## config.mk

```make
export PLATFORM = sky130hd
export DESIGN_NAME = mem_copy_dma_flat
export DESIGN_NICKNAME = d
export VERILOG_FILES = /design/src/rtl/mem_copy_dma_if.sv /design/src/rtl/mem_copy_dma.sv /design/src/flat_wrapper.sv
export SDC_FILE = /design/constraint.sdc
export NUM_CORES = 1
export LEC_CHECK = 0
export BUFFER_PORTS_ARGS = -buffer_cell sky130_fd_sc_hd__buf_2
export CAP_MARGIN = 20
export CORE_MARGIN = 2
export CORE_UTILIZATION = 49
export CTS_BUF_LIST = sky130_fd_sc_hd__clkbuf_8
export CTS_CLUSTER_DIAMETER = 30
export DETAILED_ROUTE_END_ITERATION = 16
export PLACE_DENSITY = 0.85
export SKIP_LAST_GASP = 1
export SYNTH_ARGS = -nofsm -noshare
export SYNTH_HDL_FRONTEND = slang
export SYNTH_SLANG_ARGS = --single-unit
```

## constraint.sdc

```tcl
create_clock -name clk -period 2.4 [get_ports clk]
set_input_delay 0.48 -clock clk [delete_from_list [all_inputs] [get_ports clk]]
set_output_delay 0.48 -clock clk [all_outputs]
set_load 0.05 [all_outputs]
```

## src/rtl/mem_copy_dma_if.sv

```systemverilog
// Data-RAM request bus between the copy engine (master) and a single-cycle RAM (slave).
// Read data is combinational on address/flag; no backpressure on either side.
interface mem_copy_dma_if #(
   parameter int ADDR_W = 8
);
   logic [ADDR_W-1:0] ram_a;
   logic              ram_re;
   logic              ram_we;
   logic [1:0]        ram_flag;
   logic [31:0]       ram_wd;
   logic [31:0]       ram_rd;

   modport master (
      output ram_a,
      output ram_re,
      output ram_we,
      output ram_flag,
      output ram_wd,
      input  ram_rd
   );

   modport slave (
      input  ram_a,
      input  ram_re,
      input  ram_we,
      input  ram_flag,
      input  ram_wd,
      output ram_rd
   );
endinterface

```

## src/rtl/mem_copy_dma.sv

```systemverilog
// Memory-to-memory copy engine: read-then-write per unit, 2 cycles/unit + 1 DONE cycle, no backpressure.
// Optional running checksum of written data enabled by MEM_COPY_CSUM_EN.
module mem_copy_dma #(
   parameter int ADDR_W = 8,
   parameter int LEN_W  = 8
) (
   input  logic              clk,
   input  logic              reset,
   input  logic              start,
   input  logic [ADDR_W-1:0] src,
   input  logic [ADDR_W-1:0] dst,
   input  logic [LEN_W-1:0]  len,
   input  logic [1:0]        size,
   mem_copy_dma_if.master    ram,
   output logic              busy,
   output logic              done,
   output logic              err,
   output logic [LEN_W-1:0]  count
`ifdef MEM_COPY_CSUM_EN
   ,
   output logic [31:0]       csum
`endif
);

   typedef enum logic [1:0] {
      IDLE  = 2'd0,
      READ  = 2'd1,
      WRITE = 2'd2,
      DONE  = 2'd3
   } state_t;

   localparam logic [1:0] SIZE_ILLEGAL = 2'b10;

   state_t            state;
   state_t            state_nxt;
   logic [ADDR_W-1:0] src_ptr;
   logic [ADDR_W-1:0] dst_ptr;
   logic [ADDR_W-1:0] a_hold;
   logic [ADDR_W-1:0] stride;
   logic [LEN_W-1:0]  len_q;
   logic [LEN_W-1:0]  cnt_q;
   logic [LEN_W:0]    cnt_inc;
   logic [1:0]        size_q;
   logic [31:0]       data_q;
   logic              err_q;
   logic              last_unit;
   logic              go_read;

   always_comb begin
      stride = ADDR_W'(4);
      case (size_q)
         2'b00:   stride = ADDR_W'(1);
         2'b01:   stride = ADDR_W'(2);
         default: stride = ADDR_W'(4);
      endcase
   end

   // Extra bit so count+1 never wraps before the compare against len.
   assign cnt_inc   = {1'b0, cnt_q} + (LEN_W+1)'(1);
   assign last_unit = cnt_inc >= {1'b0, len_q};
   assign go_read   = (len != '0) && (size != SIZE_ILLEGAL);

   always_comb begin
      state_nxt = state;
      case (state)
         IDLE: begin
            if (start) begin
               state_nxt = go_read ? READ : DONE;
            end
         end
         READ:    state_nxt = WRITE;
         WRITE:   state_nxt = last_unit ? DONE : READ;
         DONE:    state_nxt = IDLE;
         default: state_nxt = IDLE;
      endcase
   end

   // Strobes are gated by reset so a reset cycle never issues an access.
   always_comb begin
      ram.ram_a  = a_hold;
      ram.ram_re = 1'b0;
      ram.ram_we = 1'b0;
      case (state)
         READ: begin
            ram.ram_a  = src_ptr;
            ram.ram_re = reset;
         end
         WRITE: begin
            ram.ram_a  = dst_ptr;
            ram.ram_we = reset;
         end
         default: ;
      endcase
   end

   assign ram.ram_flag = size_q;
   assign ram.ram_wd   = data_q;
   assign busy         = (state != IDLE);
   assign done         = (state == DONE);
   assign err          = err_q;
   assign count        = cnt_q;

   always_ff @(posedge clk) begin
      if (!reset) begin
         state   <= IDLE;
         src_ptr <= '0;
         dst_ptr <= '0;
         a_hold  <= '0;
         len_q   <= '0;
         cnt_q   <= '0;
         size_q  <= 2'b00;
         data_q  <= '0;
         err_q   <= 1'b0;
      end else begin
         state <= state_nxt;
         case (state)
            IDLE: begin
               if (start) begin
                  cnt_q <= '0;
                  err_q <= (size == SIZE_ILLEGAL);
                  if (go_read) begin
                     src_ptr <= src;
                     dst_ptr <= dst;
                     len_q   <= len;
                     size_q  <= size;
                  end
               end
            end
            READ: begin
               data_q <= ram.ram_rd;
               a_hold <= src_ptr;
            end
            WRITE: begin
               src_ptr <= src_ptr + stride;
               dst_ptr <= dst_ptr + stride;
               cnt_q   <= cnt_q + LEN_W'(1);
               a_hold  <= dst_ptr;
            end
            default: ;
         endcase
      end
   end

`ifdef MEM_COPY_CSUM_EN
   logic [31:0] csum_q;

   always_ff @(posedge clk) begin
      if (!reset) begin
         csum_q <= '0;
      end else if (state == IDLE && start) begin
         csum_q <= '0;
      end else if (state == WRITE) begin
         csum_q <= csum_q + data_q;
      end
   end

   assign csum = csum_q;
`endif

endmodule

```

## src/flat_wrapper.sv

```systemverilog
// flat-port wrapper written by rule: the top's interface ports become plain ports
module mem_copy_dma_flat 
#(
   parameter int ADDR_W = 8,
   parameter int LEN_W  = 8
)
  (clk, reset, start, src, dst, len, size, busy, done, err, count, ram_ram_a, ram_ram_re, ram_ram_we, ram_ram_flag, ram_ram_wd, ram_ram_rd);
  mem_copy_dma_if #(.ADDR_W(ADDR_W)) ram_i ();
  input  logic clk;
  input  logic reset;
  input  logic start;
  input  logic [ADDR_W-1:0] src;
  input  logic [ADDR_W-1:0] dst;
  input  logic [LEN_W-1:0] len;
  input  logic [1:0] size;
  output logic busy;
  output logic done;
  output logic err;
  output logic [LEN_W-1:0] count;
  output wire logic [$bits(ram_i.ram_a)-1:0] ram_ram_a;
  output wire logic [$bits(ram_i.ram_re)-1:0] ram_ram_re;
  output wire logic [$bits(ram_i.ram_we)-1:0] ram_ram_we;
  output wire logic [$bits(ram_i.ram_flag)-1:0] ram_ram_flag;
  output wire logic [$bits(ram_i.ram_wd)-1:0] ram_ram_wd;
  input wire logic [$bits(ram_i.ram_rd)-1:0] ram_ram_rd;
  assign ram_ram_a = ram_i.ram_a;
  assign ram_ram_re = ram_i.ram_re;
  assign ram_ram_we = ram_i.ram_we;
  assign ram_ram_flag = ram_i.ram_flag;
  assign ram_ram_wd = ram_i.ram_wd;
  assign ram_i.ram_rd = ram_ram_rd;
  mem_copy_dma #(.ADDR_W(ADDR_W), .LEN_W(LEN_W)) u_core (.clk(clk), .reset(reset), .start(start), .src(src), .dst(dst), .len(len), .size(size), .ram(ram_i), .busy(busy), .done(done), .err(err), .count(count));
endmodule
```

==> summary.txt, run 1 <==
Crit. End Element: output port
Initial Utilization: 0.498
reg2reg end: u_core.state[1]$_SDFFE_PN0P_
cts bufs inserted: 9
Critical Path Source: u_core.state[1]$_SDFFE_PN0P_
power share of the clock group: 0.174
Placer Congestion: 0.861
WL final: 9410 µm
pwr/cell area: 1220 nW/µm²
M2 GR Usage: 0.373
worst slew pin tran: 596 ps
drt drc: 0
max cap viols: 0
I/O pins: 116
synthesized area: 4050 µm²
WS Path Type: reg2out
DRT iter0 DRCs: 165
ANT nets after route: 0
Cell Rows: 33
Syn Inst Count: 445
number of diodes: 0
total power: 6.12 mW
first drt pass iteration count: 5
crit path DAT: 1830 ps
Worst-path clk slew: 80 ps
top cells by area, synth: dfxtp_1 38%, nor2b_1 8.8%, mux2i_1 8.4%
pre-CTS setup slack: 60.9 ps
Worst R2R Path Depth: 9
drt via density: 5.38
syn_nets: 528
post-synth top area share: 0.380
via count: 3563
worst setup margin: 93.5 ps
grt total ovfl: 0
Fin Hold WS: 392 ps
leading area contributor after synthesis: dfxtp_1
f_max: 434 MHz
register share of total power: 0.293
placed cells: 646
number of global-route vias before repair: 3308
met1 Usage GRT: 0.253
CTS tree: built
met3 Use GR: 0.0335
Mean Syn Cell Area: 9.11 µm²
Final Net Count: 635
Net Switching: 2.87 mW
FF+latch count, synth: 77
Post-synth EDFFs: 0
Final Non-Filler Cells: 662
clock latency at the later pin of the worst-skew pair: 340 ps
Synth warnings: 0
Setup-failing EPs final: 0
initial antenna violation count: 0
flop2flop setup slack: 150 ps
Max Fanout on Critical Path: 16
pin count of the biggest net entering global routing: 79
post-synthesis async set-or-reset flop share: 0
core area: 8130 µm²
Worst EP required: 1920 ps
crit path time final: 2310 ps
Worst Clk Skew: 9.94 ps
Peak supply drop: 1.03 mV
CTS max path bufs: 2
cell-internal power: 3.25 mW
Slew Limit Fails: 0
switching part of the total power: 0.469
GR Util All Layers: 0.210
leakage: 2.21 nW
wire per inst: 14.2 µm
die area: 9020 µm²
end of the critical path: ram_ram_a[4]
die height: 95.0 µm
RSZ-0062 raised after global routing: yes
Final Hold Viols: 0
sequential area share after synthesis: 0.380
crit start category: flop
Die W: 95.0 µm
relative slew slack: 0.600
port bufs: 115
fin crit share: 0.961
Hold Crit Class: in2reg
H-tree depth: 3
status: complete, no violations
final core utilization: 0.616
root buffer cell: clkbuf_8
Synth Flop Type: dfxtp_1
post-synth cell types: 61
layer with the highest usage: met2
share of layout cells above drive strength 1: 0.298
CTS sink cnt: 77
Comb pwr share: 0.533
Layout area overhead: 23.5%
first-pass GRT wire length: 14900 µm
worst r2r src: u_core.count[0]$_SDFFE_PN0P_
hpwl dp: 6830 µm
how the worst min path moves through the flow:
stage / startpoint / endpoint / slack, ps / cells past startpoint
final: size[1] / u_core.ram.ram_flag[1]$_SDFFE_PN0P_ / 390 / 3
after floorplan: u_core.len_q[0]$_SDFFE_PN0P_ / u_core.len_q[0]$_SDFFE_PN0P_ / 450 / 2
after detailed placement: u_core.dst_ptr[6]$_SDFFE_PN0P_ / u_core.dst_ptr[6]$_SDFFE_PN0P_ / 490 / 2
after global placement: u_core.len_q[0]$_SDFFE_PN0P_ / u_core.len_q[0]$_SDFFE_PN0P_ / 480 / 2
after CTS: size[1] / u_core.ram.ram_flag[1]$_SDFFE_PN0P_ / 370 / 3
after global routing: ram_ram_rd[15] / u_core.ram.ram_wd[15]$_SDFFE_PN0P_ / 390 / 3
Yosys cell counts, types with 5 or more instances:
master,n
inv_1,15
a21boi_0,5
a21oi_1,24
mux2i_1,34
nor2b_1,57
o21ai_0,11
buf_2,6
nor3_1,6
a22oi_1,11
o21a_1,5
and2_1,12
dfxtp_1,77
nand2_1,27
clkbuf_1,16
nand3_1,6
nor2_1,28
ha_1,20
cell families after synthesis:
family / count (synthesis) / share of synthesized area
XOR/XNOR: 6 / 0.0130
buffers and inverters: 46 / 0.0503
adder cells (fa/ha/maj): 22 / 0.0716
AO/OA/AOI/OAI: 100 / 0.178
AND/OR/NAND/NOR: 158 / 0.217
flip-flops: 77 / 0.380
multiplexers: 36 / 0.0895
layout make-up:
| cell class | count | area, µm² |
|---|---|---|
| fillers | 699 | 3130 |
| flip-flops and latches | 77 | 1550 |
| clock inverters | 7 | 92.6 |
| repair buffers | 126 | 698 |
| clock buffers | 9 | 124 |
| multi-input cells | 322 | 2350 |
| inverters | 16 | 60.1 |
| well taps | 105 | 131 |
flip-flops by register name, indices dropped and copies added (netlist names), 2 cells and up:
signal               cells
u_core.ram.ram_wd       32
u_core.a_hold            8
u_core.count             8
u_core.dst_ptr           8
u_core.len_q             8
u_core.src_ptr           8
u_core.ram.ram_flag      2
u_core.state             2
timing repair:
action	CTS	global route
buffers inserted	0	0
setup endpoints to repair	8	9
hold buffers	0	0
endpoints found under the hold margin	0	0
pin swaps	0	1
resized for setup	6	12
layer usage:
layer	vias up	wire, µm
met5	-	0
met4	0	126
met3	11	571
met2	113	4680
met1	1670	4030
li1	1769	-
cells in the final DEF (no fill, tap or decap), drive strengths merged, types with 3 or more instances in the layout:
cell / instances
nor2b: 57
and3: 4
xor2: 3
a22oi: 11
nor3b: 3
clkinv: 3
nor3: 6
nand2b: 4
nor4: 4
o21ai: 14
o21a: 5
a21o: 3
clkbuf: 10
nand4: 4
a21oi: 25
o2111ai: 4
xnor2: 3
ha: 20
a21boi: 8
nand2: 28
o211a: 4
a211oi: 4
nand3: 6
o211ai: 4
and2: 12
inv: 17
nor2: 28
mux2i: 34
dfxtp: 77
buf: 125
stage by stage:
stage,cell area (µm²),setup TNS (ps)
after global routing,5010,0
after global placement,4740,0
final,5010,0
after detailed placement,4740,0
after floorplan,4060,-497
after CTS,4980,-6.26
power groups by stage:
stage	clock, mW	sequential, mW	combinational (mW)
after floorplan	0	2.25	2.00
after global routing	1.14	1.83	3.51
after CTS	1.09	1.79	3.22
final	1.06	1.80	3.26
after global placement	0	1.79	3.06
after detailed placement	0	1.81	3.13
worst max-delay path: stages (launching register included):
cell and delay, ps:
dfxtp_1 360, inv_1 180, ha_4 320, a22oi_1 160, a21oi_1 190, buf_2 290
No activity file was read; power rests on OpenSTA's default activity.
==> run 2: changes to the inputs <==
CORE_UTILIZATION = 40   (was 49)
PLACE_DENSITY = 0.73   (was 0.85)
==> run 2 against run 1 <==
  * Largest cell class unchanged
  * Largest power group unchanged
  * Final cell count rose by 5.0%
  * Sequential power barely moved
  * Critical endpoint is now u_core.state[1]$_SDFFE_PN0P_
  * Highest routed layer unchanged
  * Total power rose by 4.3%
==> summary.txt, run 2 (synthesis results as in run 1) <==
status: complete, no violations
worst path bufs/invs: 0 (-2)
die height: 105 µm (+10%)
Post-CTS Hold Buffers: 0 (unchanged)
first-pass GRT wire length: 16200 µm (+8.8%)
DRT iter0 DRCs: 147 (-11%)
CP max stage cell: dfxtp_4
ANT nets after route: 0 (unchanged)
CTS sink cnt: 77 (unchanged)
Peak supply drop: 0.885 mV (-14%)
Cell Rows: 36 (+9.1%)
Worst EP required: 2640 ps (+720 ps)
Setup-failing EPs final: 0 (unchanged)
Max Fanout on Critical Path: 7 (-9)
port bufs: 115 (unchanged)
Slew Limit Fails: 0 (unchanged)
hpwl dp: 7260 µm (+6.3%)
relative slew slack: 0.592 (-0.00821)
via count: 3500 (-1.8%)
GR Util All Layers: 0.182 (-0.0280)
I/O pins: 116 (unchanged)
crit path DAT: 2540 ps (+710 ps)
Die W: 105 µm (+10%)
Placer Congestion: 0.847 (-1.7%)
crit path cell chain: ha_2, nand3_1, nor2_2, xor2_1, ha_1, a21o_1, a2111oi_1, o211ai_1, a32o_1
max cap viols: 0 (unchanged)
crit-path leading delay family: compound AO/OA/AOI/OAI gates
Fin Hold WS: 388 ps (-4.69 ps)
commonest cells after routing, fill and taps aside: 107 x buf_2, 72 x dfxtp_1, 57 x nor2b_1, 34 x mux2i_1
WS Path Type: reg2reg
root buffer cell: clkbuf_8
Worst Clk Skew: 5.52 ps (-4.42 ps)
initial antenna violation count: 0 (unchanged)
grt total ovfl: 0 (unchanged)
pwr/cell area: 1250 nW/µm² (+2.1%)
Final Net Count: 639 (+0.63%)
wire per inst: 14.3 µm (+0.34%)
pin count of the biggest net entering global routing: 57 (-28%)
post-route cell area: 5110 µm² (+2.1%)
Hold Crit Class: in2reg
fin crit share: 0.958 (-0.00322)
Post-DP Area: 4780 µm² (+0.95%)
CTS max path bufs: 2 (unchanged)
leakage: 2.24 nW (+1.4%)
RSZ-0062 raised after global routing: yes
Worst-path clk slew: 80 ps (about the same)
first drt pass iteration count: 4 (-1)
share of layout cells above drive strength 1: 0.308 (+0.0104)
H-tree depth: 3 (unchanged)
clock latency at the later pin of the worst-skew pair: 340 ps (about the same)
drt via density: 5.04 (-6.4%)
max FFs per register: 32 (unchanged)
core area: 9820 µm² (+21%)
cts bufs inserted: 9 (unchanged)
crit start category: flop
Initial Utilization: 0.413 (-0.0855)
CTS tree: built
commonest non-fill, non-tap cell in the layout: buf_2
worst slew pin tran: 609 ps (+12.2 ps)
die area: 11000 µm² (+22%)
Max stage delay on crit path: 380 ps (+20 ps)
WL final: 9910 µm (+5.3%)
Layout area overhead: 26.1%
drt drc: 0 (unchanged)
crit path time final: 2300 ps (-7.72 ps)
Final Hold Viols: 0 (unchanged)
f_max: 435 MHz (+0.34%)
number of global-route vias before repair: 3440 (+4.0%)
Crit. End Element: flop
-- run 2: cell count changes in the layout (fill, tap and decap cells not counted), moves of 2 or more --
cell	delta
buf_2	-2
buf_4	+8
bufinv_16	+2
clkinv_2	+2
clkinv_4	-2
inv_1	-2
-- run 2: cell type report --
class                      count  area, µm²
inverter                      16       60.1
timing repair buffer         130        721
multi-input combinational    322       2350
tap                          133        166
clock inverter                 7        138
fill                         964       4710
clock buffer                   9        124
sequential                    77       1550
antenna                        1       2.50
-- run 2: metrics by stage --
step	setup WS (ps)	util	instances	total power, mW	setup TNS, ps
after floorplan	-118	-	445	4.25	-497
after global placement	99.4	0.487	677	4.88	0
after detailed placement	47.4	0.487	677	4.95	0
after CTS	14.1	0.518	693	6.39	0
after global routing	-58.6	0.521	694	6.76	-58.6
final	101	0.521	695	6.39	0
-- run 2: power breakdown --
part / switching (mW) / total [mW] / internal, mW
Clock: 0.482 / 1.27 / 0.792
Sequential: 0.203 / 1.79 / 1.59
Combinational: 2.20 / 3.32 / 1.12
-- run 2: what timing repair did --
action	in CTS	in global routing
setup endpoints to repair	8	9
resized for setup	12	7
pin swaps	0	2
buffers inserted	0	1
-- run 2: tightest hold or removal path: stages --
cell and delay (ps):
buf_2 100, nand2_1 40, a21boi_0 60
-- run 2: per-layer routing --
layer | track usage | share of wire | up-vias | wire [µm]
li1 | - | - | 1773 | -
met5 | 0 | 0 | - | 0
met1 | 0.216 | 0.44 | 1619 | 4390
met3 | 0.0449 | 0.052 | 8 | 517
met4 | 0.0419 | 0.0094 | 0 | 93
met2 | 0.328 | 0.50 | 100 | 4920
-- run 2: final timing paths --
check                                                  start                                   to  slack [ps]  cells past startpoint
worst min-delay path                                 size[0]  u_core.ram.ram_flag[0]$_SDFFE_PN0P_         390                      3
worst max-delay path            u_core.count[0]$_SDFFE_PN0P_         u_core.state[1]$_SDFFE_PN0P_         100                      9
worst min register to register  u_core.len_q[0]$_SDFFE_PN0P_         u_core.len_q[0]$_SDFFE_PN0P_         500                      2
worst max register to register  u_core.count[0]$_SDFFE_PN0P_         u_core.state[1]$_SDFFE_PN0P_         100                      9
